**config.mk**
```make
export PLATFORM = sky130hd
export DESIGN_NAME = mem_access_ctrl
export DESIGN_NICKNAME = d
export VERILOG_FILES = /design/src/rtl/mem_access_ctrl.sv
export SDC_FILE = /design/constraint.sdc
export NUM_CORES = 1
export LEC_CHECK = 0
export ABC_AREA = 0
export CAP_MARGIN = 0
export CORE_ASPECT_RATIO = 0.9
export CORE_UTILIZATION = 45
export CTS_BUF_LIST = sky130_fd_sc_hd__clkbuf_2
export DETAILED_ROUTE_END_ITERATION = 10
export GPL_ROUTABILITY_DRIVEN = 1
export PLACE_DENSITY = 0.89
export SLEW_MARGIN = 20
export SYNTH_ARGS = -nofsm -noshare
export SYNTH_HDL_FRONTEND = slang
export SYNTH_SLANG_ARGS = --single-unit
```
**constraint.sdc**
```tcl
create_clock -name clk -period 3.45 [get_ports clk]
set_clock_uncertainty 0.1 [all_clocks]
set_input_delay 0.345 -clock clk [delete_from_list [all_inputs] [get_ports clk]]
set_output_delay 0.345 -clock clk [all_outputs]
set_load 0.1 [all_outputs]
```
**src/rtl/mem_access_ctrl.sv**
```systemverilog
// Memory-stage controller: sequences one load or store at a time onto a single-port word RAM,
// lane-aligns store data and extends load data into a register-write pulse.
module mem_access_ctrl #(
  parameter int unsigned XLEN      = 32,
  parameter int unsigned RAM_DEPTH = 1024,
  parameter int unsigned RAM_LAT   = 1,
  localparam int unsigned AW       = $clog2(RAM_DEPTH)
) (
  input  logic            clk,
  input  logic            rst,
  input  logic            memRead,
  input  logic            memWrite,
  input  logic [XLEN-1:0] memAddr,
  input  logic [XLEN-1:0] memData,
  input  logic [2:0]      memOpType,
  input  logic [4:0]      memRdAddr,
  output logic            stall,
  output logic            ramEn,
  output logic [3:0]      ramWe,
  output logic [AW-1:0]   ramAddr,
  output logic [XLEN-1:0] ramWdata,
  input  logic [XLEN-1:0] ramRdata,
  output logic            wbDv,
  output logic [4:0]      wbAddr,
  output logic [XLEN-1:0] wbData,
  output logic            memErr
);

  typedef enum logic [1:0] {StIdle, StAccess, StWait, StWb} state_e;

  state_e          state_q, state_d;
  logic [2:0]      cnt_q, cnt_d;
  logic [1:0]      lane_q, lane_d;
  logic [2:0]      op_q, op_d;
  logic [4:0]      rd_q, rd_d;
  logic            is_load_q, is_load_d;
  logic            ram_en_q, ram_en_d;
  logic [3:0]      ram_we_q, ram_we_d;
  logic [AW-1:0]   ram_addr_q, ram_addr_d;
  logic [XLEN-1:0] ram_wdata_q, ram_wdata_d;
  logic            wb_dv_q, wb_dv_d;
  logic [4:0]      wb_addr_q, wb_addr_d;
  logic [XLEN-1:0] wb_data_q, wb_data_d;
  logic            mem_err_q, mem_err_d;

  logic [XLEN-1:0] word_idx;
  logic            op_bad, misalign, out_of_range, accept, reject;
  logic [XLEN-1:0] lane_data, load_val;

  assign word_idx     = memAddr >> 2;
  assign out_of_range = word_idx >= XLEN'(RAM_DEPTH);
  assign op_bad       = (memOpType == 3'b011) || (memOpType[2:1] == 2'b11) ||
                        (memWrite && memOpType[2]);
  assign misalign     = ((memOpType[1:0] == 2'b01) && memAddr[0]) ||
                        ((memOpType[1:0] == 2'b10) && (memAddr[1:0] != 2'b00));
  assign accept       = (state_q == StIdle) && (memRead ^ memWrite) &&
                        !op_bad && !misalign && !out_of_range;
  assign reject       = (state_q == StIdle) && (memRead || memWrite) && !accept;

  // Halfword loads are aligned, so shifting by the byte offset puts the lane at bit 0.
  assign lane_data = ramRdata >> {lane_q, 3'b000};

  always_comb begin
    load_val = ramRdata;
    case (op_q)
      3'b000:  load_val = {{(XLEN-8){lane_data[7]}}, lane_data[7:0]};
      3'b001:  load_val = {{(XLEN-16){lane_data[15]}}, lane_data[15:0]};
      3'b100:  load_val = {{(XLEN-8){1'b0}}, lane_data[7:0]};
      3'b101:  load_val = {{(XLEN-16){1'b0}}, lane_data[15:0]};
      default: load_val = ramRdata;
    endcase
  end

  always_comb begin
    state_d     = state_q;
    cnt_d       = cnt_q;
    lane_d      = lane_q;
    op_d        = op_q;
    rd_d        = rd_q;
    is_load_d   = is_load_q;
    ram_en_d    = 1'b0;
    ram_we_d    = 4'b0000;
    ram_addr_d  = ram_addr_q;
    ram_wdata_d = ram_wdata_q;
    wb_dv_d     = 1'b0;
    wb_addr_d   = wb_addr_q;
    wb_data_d   = wb_data_q;
    mem_err_d   = reject;
    unique case (state_q)
      StIdle: begin
        if (accept) begin
          lane_d     = memAddr[1:0];
          op_d       = memOpType;
          rd_d       = memRdAddr;
          is_load_d  = memRead;
          ram_en_d   = 1'b1;
          ram_addr_d = memAddr[AW+1:2];
          if (memWrite) begin
            unique case (memOpType[1:0])
              2'b00: begin
                ram_we_d    = 4'b0001 << memAddr[1:0];
                ram_wdata_d = {(XLEN/8){memData[7:0]}};
              end
              2'b01: begin
                ram_we_d    = 4'b0011 << memAddr[1:0];
                ram_wdata_d = {(XLEN/16){memData[15:0]}};
              end
              default: begin
                ram_we_d    = 4'b1111;
                ram_wdata_d = memData;
              end
            endcase
          end
          state_d = StAccess;
        end
      end
      StAccess: begin
        if (is_load_q) begin
          cnt_d   = 3'(RAM_LAT - 1);
          state_d = StWait;
        end else begin
          state_d = StIdle;
        end
      end
      StWait: begin
        if (cnt_q == 3'd0) begin
          wb_dv_d   = (rd_q != 5'd0);
          wb_addr_d = rd_q;
          wb_data_d = load_val;
          state_d   = StWb;
        end else begin
          cnt_d = cnt_q - 3'd1;
        end
      end
      StWb: state_d = StIdle;
      default: state_d = StIdle;
    endcase
  end

  always_ff @(posedge clk or posedge rst) begin
    if (rst) begin
      state_q     <= StIdle;
      cnt_q       <= '0;
      lane_q      <= '0;
      op_q        <= '0;
      rd_q        <= '0;
      is_load_q   <= 1'b0;
      ram_en_q    <= 1'b0;
      ram_we_q    <= '0;
      ram_addr_q  <= '0;
      ram_wdata_q <= '0;
      wb_dv_q     <= 1'b0;
      wb_addr_q   <= '0;
      wb_data_q   <= '0;
      mem_err_q   <= 1'b0;
    end else begin
      state_q     <= state_d;
      cnt_q       <= cnt_d;
      lane_q      <= lane_d;
      op_q        <= op_d;
      rd_q        <= rd_d;
      is_load_q   <= is_load_d;
      ram_en_q    <= ram_en_d;
      ram_we_q    <= ram_we_d;
      ram_addr_q  <= ram_addr_d;
      ram_wdata_q <= ram_wdata_d;
      wb_dv_q     <= wb_dv_d;
      wb_addr_q   <= wb_addr_d;
      wb_data_q   <= wb_data_d;
      mem_err_q   <= mem_err_d;
    end
  end

  assign stall    = (state_q != StIdle);
  assign ramEn    = ram_en_q;
  assign ramWe    = ram_we_q;
  assign ramAddr  = ram_addr_q;
  assign ramWdata = ram_wdata_q;
  assign wbDv     = wb_dv_q;
  assign wbAddr   = wb_addr_q;
  assign wbData   = wb_data_q;
  assign memErr   = mem_err_q;

endmodule

```
==> results of run 1 <==
==> kinds of logic after synthesis <==
family                   count (synthesis)  share of synthesized area
multiplexers                            89                     0.2168
AO/OA/AOI/OAI                          111                     0.1332
adder cells (fa/ha/maj)                  3                   0.007486
AND/OR/NAND/NOR                        101                    0.09756
flip-flops                             102                     0.5090
buffers and inverters                   37                    0.03593
==> cell usage in the layout (no fill, tap or decap), drive strengths merged <==
cell / Yosys / final
nand2: 44 / 44
nor2: 28 / 28
o21ai: 32 / 32
nor2b: 4 / 4
bufinv: 0 / 1
mux2i: 19 / 19
mux2: 69 / 69
mux4: 1 / 1
clkinvlp: 0 / 2
clkdlybuf4s50: 0 / 193
nand3: 2 / 2
buf: 9 / 9
o22ai: 25 / 25
a21oi: 28 / 28
nor3: 5 / 5
or2: 2 / 2
nor4: 9 / 9
a2bb2oi: 6 / 6
and2: 1 / 1
o31ai: 1 / 1
inv: 6 / 6
or3: 1 / 1
a21o: 1 / 1
a22oi: 1 / 1
nand4: 2 / 2
nand2b: 1 / 1
a31oi: 1 / 1
dfrtp: 102 / 102
o21bai: 1 / 1
o21a: 6 / 6
o211ai: 1 / 1
ha: 3 / 3
o2bb2ai: 7 / 7
o22a: 1 / 1
nor4b: 2 / 2
clkbuf: 22 / 13
==> state kept, by name, indices dropped and copies added, names as in the netlist, 2 cells and up, named ones only <==
signal and count:
lane_q 2, ramWdata 32, rd_q 5, cnt_q 3
ramAddr 10, wbAddr 5, wbData 32, op_q 3
ramWe 4
==> area by class of cell <==
class / count / share of cell area
well taps: 152 / 0.02645
repair buffers: 202 / 0.2815
multi-input cells: 304 / 0.3183
clock buffers: 13 / 0.009048
flip-flops and latches: 102 / 0.3550
clock inverters: 3 / 0.006264
inverters: 6 / 0.003480
==> power by group <==
| part | total [mW] | leakage, nW | switching, mW | internal, mW |
|---|---|---|---|---|
| sequential | 1.21 | 1.30 | 0.00618 | 1.21 |
| clock | 0.570 | 0.0684 | 0.392 | 0.178 |
| combinational | 0.360 | 1.75 | 0.189 | 0.171 |
| total | 2.15 | 3.12 | 0.587 | 1.56 |
==> worst paths after layout <==
path,from,end,slack [ns],depth (start not counted)
max reg2reg,lane_q[0],wbData[21],1.21,5
max in group asynchronous,rst,op_q[2],2.49,3
min,rst,wbData[30],0.01,2
max,wbData[23],wbData[23],0.74,1
min reg2reg,wbAddr[0],wbAddr[0],0.42,2
min in group clk,ramRdata[0],wbData[0],0.20,3
==> stage by stage <==
stage | hold slack [ns] | cell area (sq um) | power [mW]
after floorplan | 0.3524 | 5015 | 1.401
after global placement | 0.3572 | 7081 | 1.588
after detailed placement | 0.3762 | 7081 | 1.594
after CTS | 0.01234 | 7191 | 2.170
after global routing | 0.05241 | 7191 | 2.233
final | 0.01287 | 7191 | 2.145
==> per-layer routing <==
| layer | GRT usage | vias up |
|---|---|---|
| met5 | 0 | - |
| met4 | 0.1002 | 0 |
| met3 | 0.06940 | 26 |
| met2 | 0.3874 | 167 |
| met1 | 0.3025 | 2050 |
| li1 | - | 1967 |
==> metrics.md, run 1 <==
| Metric | Value |
|---|---|
| Status | finished clean |
| Fin util | 0.6624 |
| Max layer used | met4 |
| Routed wl met3 | approximately 950 um |
| Top FF cell, synth | dfrtp_1 |
| Vias | around 4200 |
| Die Ht | 102.2 um |
| Max Root-Sink Buffers | 2 |
| Top-level I/O count | between 150 and 200 |
| Async SR Flop Fraction | 1.000 |
| Core outline area | 10860 sq um |
| Register area | approximately 2600 sq um |
| Power Dens Cells | 298.3 nW/um^2 |
| Multi-input gate area | roughly 2300 sq um |
| Synth area leader | dfrtp_1 |
| Placed cell count | 766 |
| Post-synth top cells | dfrtp_1, nand2_1, mux2_2 |
| Port Buffers | around 190 |
| H-tree Lvls | 3 |
| Critical path cell sequence | clkdlybuf4s50_1 |
| Final worst slack | 0.7370 ns |
| Final non-filler cell total | 782 |
| Worst slack, placed | 0.6091 ns |
| Highest Clock Rate | 368.6 MHz |
| Worst-Margin Slew | 1.052 ns |
| Final Max Tran Viols | 0 |
| Yosys warning total | 0 |
| Synth Net Count | between 500 and 600 |
| Setup tns final | 0 ns |
| Initial antenna violation count | 0 |
| CP max-delay cell | clkdlybuf4s50_1 |
| Post-CTS Setup Bufs | 0 |
| CTS tree | done |
| GR Overflow Total | 0 |
| Synthesized area | around 5000 sq um |
| DRC | 0 |
| Count leader, synth | dfrtp_1 |
| Fin nets | 736 |
| Total clock sinks | 102 |
| Final Hold Fails | 0 |
| Share of cells above drive strength 1 | 0.1619 |
| Worst skew pair latency | 0.61 ns |
| Synth Register Bits | 102 |
| CP Data Arrival Time | 2.27 ns |
| Max stage delay on crit path | 1.20 ns |
| CP Launch Type | register |
| Post-DP HPWL | 10.33 mm |
| Antenna-violating nets left | 0 |
| EDFF count, synth | 0 |
| Max FO, Critical Path | 2 |
| Largest net degree at the start of global routing | 53 |
| Post-cts repair resize count | 0 |
| Core Rows | 36 |
| Synth area leaders | dfrtp_1, mux2_2, mux2_4 |
| Max-slew headroom | 0.2965 |
| Cells after Synth | 443 |
| Worst IR Drop VDD | between 0.2 and 0.25 mV |
| # hold bufs at CTS | 0 |
| Die footprint | 11570 sq um |
| Final Cycle Share | 0.7864 |
| Total track usage | 0.2388 |
| Total CTS buffers | 9 |
| Required time of the critical path | about 3.0 ns |
| Drt first pass iters | 7 |
| Setup CP Type | reg2out |
| Area delta synth->final | 43.39% |
| Routed WL | 13.76 mm |
| Initial Utilization | 0.4620 |
| Hold Crit Class | in2async |
| Clock root buffer | clkbuf_2 |
| Leak | approximately 3.1 nW |
| Fillers | 813 |
| Synth cell types | 40 |
| DR WL/cell | 17.59 um |
| Final setup viols | 0 |
| Number of global-route vias before repair | 4122 |
| Clock Pin Slew Worst Setup and Hold Paths | 0.30 ns |
| Max Cap Viol | 0 |
| WL met2 | 6.590 mm |
| Nature of the critical path endpoint | output pin |
| Detailed Route Iter0 Violations | 218 |
| Top delay family on crit path | buffers and inverters |
| Post-synthesis sequential area ratio | 0.5090 |
| Synth Area per Inst | about 11 sq um |
| M1 WL | 5.840 mm |
| Top-area cell type share of the netlist area | 0.5090 |
| Unrepaired setup endpoints after global routing | no |
| Chip width | around 110 um |
| Final min period | approximately 2.7 ns |
| Worst path bufs/invs | 1 |
| First-pass GRT wire length | around 21 mm |
| Placer congestion estimate | 0.8491 |
| N_diodes | 0 |
| Vias/cell | 5.384 |
(Power assumes the default switching activity.)
==> run 2: changes to the inputs <==
==> constraint.sdc (replaced) <==
create_clock -name clk -period 2.7 [get_ports clk]
set_clock_uncertainty 0.1 [all_clocks]
set_input_delay 0.27 -clock clk [delete_from_list [all_inputs] [get_ports clk]]
set_output_delay 0.27 -clock clk [all_outputs]
set_load 0.1 [all_outputs]
==> run 2 against run 1 <==
Effect of this change:
- combinational power grew 29%
- largest power group unchanged
- wire length grew 2.2%
- sequential share of layout area grew 0.74 points
- die area is the same
- design area shrank 2.0%
- clock power grew 19%
- critical endpoint is now ramWdata[26]
- global-route usage grew 0.76 points
- register-to-register slack lost 0.78 ns
- first-iteration DRC count grew 17%
- critical path depth grew 4
- utilization shrank 1.3 points
==> metrics.md, run 2 (synthesized netlist as in run 1, its figures left out) <==
| Metric | Value |
|---|---|
| Final non-filler cell total | 789 (+0.90%) |
| Number of global-route vias before repair | 4290 (+4.1%) |
| CTS tree | done |
| Post-DP HPWL | 10.49 mm (+1.5%) |
| Most frequent cells in the layout | clkdlybuf4s50_1, dfrtp_1, buf_4 |
| Final setup viols | 0 (unchanged) |
| Share of cells above drive strength 1 | 0.3077 (+0.1458) |
| Placer congestion estimate | 0.8730 (+2.8%) |
| Hold Crit Class | in2async |
| Max Cap Viol | 0 (unchanged) |
| Critical path cell sequence | nor4_4 > nand4_2 > nor4_4 > buf_12 > mux2_2 |
| Final Max Tran Viols | 0 (unchanged) |
| RR Endpoint | ramWdata[26] |
| Logic pwr share | 0.172 (+0.004) |
| Final min period | about 2.3 ns |
| Highest Clock Rate | 439.9 MHz |
| CP Launch Type | register |
| WP depth | 5 (+4) |
| Port Buffers | 194 (unchanged) |
| Max stage delay on crit path | 0.56 ns (-0.64 ns) |
| Clock root buffer | clkbuf_2 |
| Core outline area | 10860 sq um (unchanged) |
| Largest net degree at the start of global routing | 103 (+94%) |
| N_diodes | 0 (unchanged) |
| Switching pwr | 794.0 uW (+35%) |
| Nature of the critical path endpoint | register |
| Placed cell count | 772 (+0.78%) |
| CP Data Arrival Time | 2.67 ns (+0.40 ns) |
| Power Dens Cells | 382.7 nW/um^2 (+28%) |
| Critical path's most frequent cell | nor4_4 |
| Antenna-violating nets left | 0 (unchanged) |
| Fin nets | 743 (+0.95%) |
| Hold WS | 0.03418 ns (+0.02131 ns) |
| Final Cycle Share | 0.8420 |
| Total CTS buffers | 9 (unchanged) |
| GR Overflow Total | 0 (unchanged) |
| Clock Pin Slew Worst Setup and Hold Paths | 0.29 ns (about the same) |
| Leak | 3.282 nW (+5.1%) |
| Required time of the critical path | 3.09 ns (+0.09 ns) |
| Detailed Route Iter0 Violations | 254 (+17%) |
| Initial Utilization | 0.4620 (unchanged) |
| Cell Area, Placed | 6924 sq um (-2.2%) |
| Drt first pass iters | 4 (-3) |
| Vias | 4250 (+0.95%) |
| Worst skew pair latency | 0.57 ns (-0.04 ns) |
| Routed WL | 14.06 mm (+2.2%) |
| CP max-delay cell | dfrtp_1 |
| H-tree Lvls | 3 (unchanged) |
| P_int | 1.902 mW (+22%) |
| Total track usage | 0.2464 (+0.007578) |
| Clk pwr share | 0.252 (-0.014) |
| Initial antenna violation count | 0 (unchanged) |
| Max Root-Sink Buffers | 2 (unchanged) |
| Final Hold Fails | 0 (unchanged) |
| Setup CP Type | reg2reg |
| Vias/cell | 5.387 (about the same) |
| Top-level I/O count | 195 (unchanged) |
| Seq pwr share | 0.576 (+0.010) |
| DRC | 0 (unchanged) |
| Flop-to-flop setup slack | 0.43 ns (-0.78 ns) |
| First-pass GRT wire length | 22.00 mm (+4.9%) |
| DR WL/cell | 17.82 um (+1.3%) |
| Max FO, Critical Path | 36 (+34) |
| Post-CTS Setup Bufs | 0 (unchanged) |
| Worst IR Drop VDD | 0.3143 mV (+37%) |
| Core Rows | 36 (unchanged) |
| Worst path bufs/invs | 1 (unchanged) |
| Status | finished clean |
| Total clock sinks | 102 (unchanged) |
| Final Cell Area | 7044 sq um (-2.0%) |
| Post-cts repair resize count | 0 (unchanged) |
| R2R depth | 5 (unchanged) |
| # hold bufs at CTS | 0 (unchanged) |
| Die Ht | 102.2 um (unchanged) |
| Sw Share | 0.2946 (+0.02106) |
| Commonest non-fill, non-tap cell in the layout | clkdlybuf4s50_1 |
| Area delta synth->final | 40.47% |
| Unrepaired setup endpoints after global routing | no |
| Total power draw | 2.696 mW (+26%) |
| Top delay family on crit path | simple AND/OR/NAND/NOR gates |
| Die footprint | 11570 sq um (unchanged) |
| Worst-Margin Slew | 0.7901 ns (-0.2619 ns) |
| Setup crit end | ramWdata[26] |
| Chip width | 113.3 um (unchanged) |
| Max-slew headroom | 0.4714 (+0.1749) |
==> run 2: changes by cell type in the layout (fill, tap and decap cells not counted), moves of 3 or more <==
cell             previous run  this run
buf_4                       7        98
clkdlybuf4s50_1           193       107
clkbuf_2                   13         9
clkinv_4                    0         3
inv_6                       0         3
==> run 2: metrics by stage <==
| step | utilization | worst slack, ns | TNS [ns] |
|---|---|---|---|
| floorplan | - | 0.5007 | 0 |
| global placement | 0.6379 | 0.07461 | 0 |
| detailed placement | 0.6379 | -0.09235 | -0.4772 |
| CTS | 0.6473 | 0.04283 | 0 |
| global route | 0.6489 | 0.2685 | 0 |
| finish | 0.6489 | 0.4267 | 0 |
==> run 2: final cells by class <==
class                           instances  area (sq um)
Sequential cell                       102          2552
Fill cell                             848          3811
Tap cell                              152         190.2
Multi-Input combinational cell        304          2292
Timing Repair Buffer                  209          1881
Clock buffer                            9         45.04
Clock inverter                          7         57.56
Inverter                                6         26.28
==> run 2: worst min path at each step <==
| stage | from | end | slack [ns] | cells after the start |
|---|---|---|---|---|
| 2_1_floorplan | memData[6] | ramWdata[6] | 0.32 | 1 |
| 3_3_place_gp | wbAddr[3] | wbAddr[3] | 0.36 | 2 |
| 6_report | rst | ramWdata[23] | 0.03 | 3 |
| 4_1_cts | rst | ramWdata[5] | 0.01 | 3 |
| 3_5_place_dp | wbAddr[0] | wbAddr[0] | 0.37 | 2 |
| 5_1_grt | rst | ramWdata[23] | 0.04 | 3 |
==> run 2: routing by layer <==
layer	global-route usage	wire (um)
met1	0.3030	5722
met4	0.1063	486
met3	0.05931	848
met2	0.4191	7000
met5	0	0
==> run 2: power by group through the flow <==
stage,clock [mW],sequential (mW),combinational (mW)
2_1_floorplan,0,1.67,0.119
3_3_place_gp,0,1.58,0.450
3_5_place_dp,0,1.58,0.460
4_1_cts,0.709,1.55,0.462
5_1_grt,0.773,1.56,0.492
6_report,0.679,1.55,0.464
==> run 2: worst register-to-register path: cells and delay by family (launching register included) <==
| kind | cells | cell delay, ns |
|---|---|---|
| AND/OR/NAND/NOR | 3 | 0.83 |
| flip-flops | 1 | 0.56 |
| buffers and inverters | 1 | 0.30 |
| multiplexers | 1 | 0.40 |
==> run 3: changes to the inputs <==
==> constraint.sdc (replaced) <==
create_clock -name clk -period 2.3 [get_ports clk]
set_clock_uncertainty 0.1 [all_clocks]
set_input_delay 0.23 -clock clk [delete_from_list [all_inputs] [get_ports clk]]
set_output_delay 0.23 -clock clk [all_outputs]
set_load 0.1 [all_outputs]
==> run 3 against run 2 <==
Effect of this change:
- register-to-register slack lost 0.30 ns
- via count shrank 0.89%
- first-iteration DRC count shrank 30%
- clock-buffer cell count is the same
- design area grew 1.2%
- sequential share of layout area shrank 0.44 points
- global-route usage shrank 0.19 points
- power grew 21%
- sequential cell count is the same
- largest power group unchanged
- sequential power grew 17%
- maximum frequency grew 4.5%
- cell count grew 1.3%
==> metrics.md, run 3 (synthesized netlist as in run 1, its figures left out) <==
| Metric | Value |
|---|---|
| Fin nets | 753 (+1.3%) |
| Max-slew headroom | 0.4710 (about the same) |
| Largest net degree at the start of global routing | 103 (unchanged) |
| Top-level I/O count | 195 (unchanged) |
| Setup CP Type | reg2reg |
| Worst IR Drop VDD | 0.3760 mV (+20%) |
| Vias | 4212 (-0.89%) |
| Worst skew pair latency | 0.59 ns (+0.02 ns) |
| Routed WL | 13.72 mm (-2.4%) |
| Die Ht | 102.2 um (unchanged) |
| Final min period | 2.176 ns (-0.09734 ns) |
| Max FO, Critical Path | 36 (unchanged) |
| Area delta synth->final | 42.22% |
| Initial Utilization | 0.4620 (unchanged) |
| Final setup viols | 0 (unchanged) |
| GR Overflow Total | 0 (unchanged) |
| Number of global-route vias before repair | 4240 (-1.2%) |
| Vias/cell | 5.272 (-2.1%) |
| Clock root buffer | clkbuf_2 |
| Share of cells above drive strength 1 | 0.3153 (+0.007609) |
| Clock Pin Slew Worst Setup and Hold Paths | 0.27 ns (-0.02 ns) |
| Power Dens Cells | 457.2 nW/um^2 (+19%) |
| CTS tree | done |
| Highest Clock Rate | 459.6 MHz (+4.5%) |
| Antenna-violating nets left | 0 (unchanged) |
| Unrepaired setup endpoints after global routing | no |
| Logic pwr share | 0.169 (-0.003) |
| Final Cell Area | 7132 sq um (+1.2%) |
| Final Max Tran Viols | 0 (unchanged) |
| Final Cycle Share | 0.9461 (+0.1041) |
| Sw Share | 0.2839 (-0.01070) |
| Chip width | 113.3 um (unchanged) |
| Most frequent cells in the layout | buf_4, clkdlybuf4s50_1, dfrtp_1 |
| Cell Area, Placed | 6999 sq um (+1.1%) |
| P_int | 2.335 mW (+23%) |
| Max Root-Sink Buffers | 2 (unchanged) |
| Total track usage | 0.2445 (-0.001930) |
| Final Hold Fails | 0 (unchanged) |
| Final non-filler cell total | 799 (+1.3%) |
| Drt first pass iters | 4 (unchanged) |
| N_diodes | 0 (unchanged) |
| CP Data Arrival Time | 2.58 ns (-0.09 ns) |
| Initial antenna violation count | 0 (unchanged) |
| Post-CTS Setup Bufs | 0 (unchanged) |
| Post-DP HPWL | 10.28 mm (-2.0%) |
| First-pass GRT wire length | 21.70 mm (-1.4%) |
| Status | finished clean |
| DRC | 0 (unchanged) |
| Core outline area | 10860 sq um (unchanged) |
| Port Buffers | 194 (unchanged) |
| Fillers | 858 (+1.2%) |
| H-tree Lvls | 3 (unchanged) |
| Worst-Margin Slew | 0.7906 ns (+0.0005437 ns) |
| Switching pwr | 925.6 uW (+17%) |
| Required time of the critical path | 2.70 ns (-0.39 ns) |
| Placer congestion estimate | 0.8939 (+2.4%) |
| Nature of the critical path endpoint | register |
| Seq pwr share | 0.559 (-0.017) |
| Worst slack, placed | -0.3484 ns (-0.2560 ns) |
| Detailed Route Iter0 Violations | 178 (-30%) |
| Hold Crit Class | in2reg |
| Core Rows | 36 (unchanged) |
| CP Launch Type | register |
| Final worst slack | 0.1240 ns (-0.3027 ns) |
| Total clock sinks | 102 (unchanged) |
| DR WL/cell | 17.17 um (-3.6%) |
| Clk pwr share | 0.272 (+0.020) |
| Total CTS buffers | 9 (unchanged) |
| Setup tns final | 0 ns (unchanged) |
| Commonest non-fill, non-tap cell in the layout | buf_4 |
| Max Cap Viol | 0 (unchanged) |
| Leak | 3.332 nW (+1.5%) |
| Placed cell count | 782 (+1.3%) |
| Die footprint | 11570 sq um (unchanged) |
[run 3: cell count changes in the layout (fill, tap and decap cells not counted)]
cell,delta
buf_4,+10
clkinv_4,-2
bufinv_16,+1
clkbuf_8,-1
clkinv_1,+1
clkinvlp_4,+1
dlygate4sd3_1,+1
inv_6,-1
mux2i_1,+1
mux2i_2,-1
or3_1,-1
or3_4,+1
[run 3: metrics by stage]
step             util  total power [mW]  hold WS (ns)
3_5_place_dp   0.6448             2.400        0.3640
3_3_place_gp   0.6448             2.390        0.3589
6_report       0.6570             3.261        0.1353
5_1_grt        0.6570             3.396       0.03633
4_1_cts        0.6565             3.287       0.08478
2_1_floorplan       -             2.102        0.2780
[run 3: layout make-up]
type,instances,area [sq um],share of cell area
sequential,102,2552,0.3579
inverter,6,26.28,0.003684
timing repair buffer,219,1952,0.2737
tap,152,190.2,0.02667
multi-input combinational,304,2293,0.3216
clock inverter,7,72.57,0.01018
clock buffer,9,45.04,0.006316
[run 3: timing repair]
item / CTS / global route
endpoints found under the hold margin: 39 / 0
gates resized for setup: 0 / 1
hold buffers: 1 / 0
setup endpoints to repair: 0 / 6
[run 3: worst paths after layout]
check / endpoint / slack (ns) / depth (start not counted) / startpoint
setup / recovery: ramWdata[27] / 0.12 / 5 / state_q[0]
hold / removal: rd_q[0] / 0.14 / 2 / memRdAddr[0]
setup reg to reg: ramWdata[27] / 0.12 / 5 / state_q[0]
hold reg to reg: wbAddr[0] / 0.42 / 2 / wbAddr[0]
max in group asynchronous: wbData[24] / 1.11 / 4 / rst
min in group asynchronous: ramWdata[8] / 0.48 / 4 / rst
[run 3: critical path, cell delays in order (launching register included)]
cell and delay, ns:
dfrtp_1 0.53, nor4_4 0.29, nand4_2 0.18, nor4_4 0.31
buf_12 0.29, mux2_2 0.37
[run 3: metal layers]
metal,up-vias,global-route usage,part of all wire
met1,2020,0.3049,0.41
met3,30,0.06762,0.060
met2,164,0.4110,0.50
li1,1998,-,-
met4,0,0.08907,0.027
met5,-,0,0
[run 3: power by group through the flow]
| stage | sequential [mW] | clock [mW] | combinational, mW |
|---|---|---|---|
| 2_1_floorplan | 1.96 | 0 | 0.139 |
| 3_3_place_gp | 1.85 | 0 | 0.541 |
| 3_5_place_dp | 1.85 | 0 | 0.550 |
| 4_1_cts | 1.82 | 0.910 | 0.554 |
| 5_1_grt | 1.83 | 0.982 | 0.588 |
| 6_report | 1.82 | 0.886 | 0.552 |
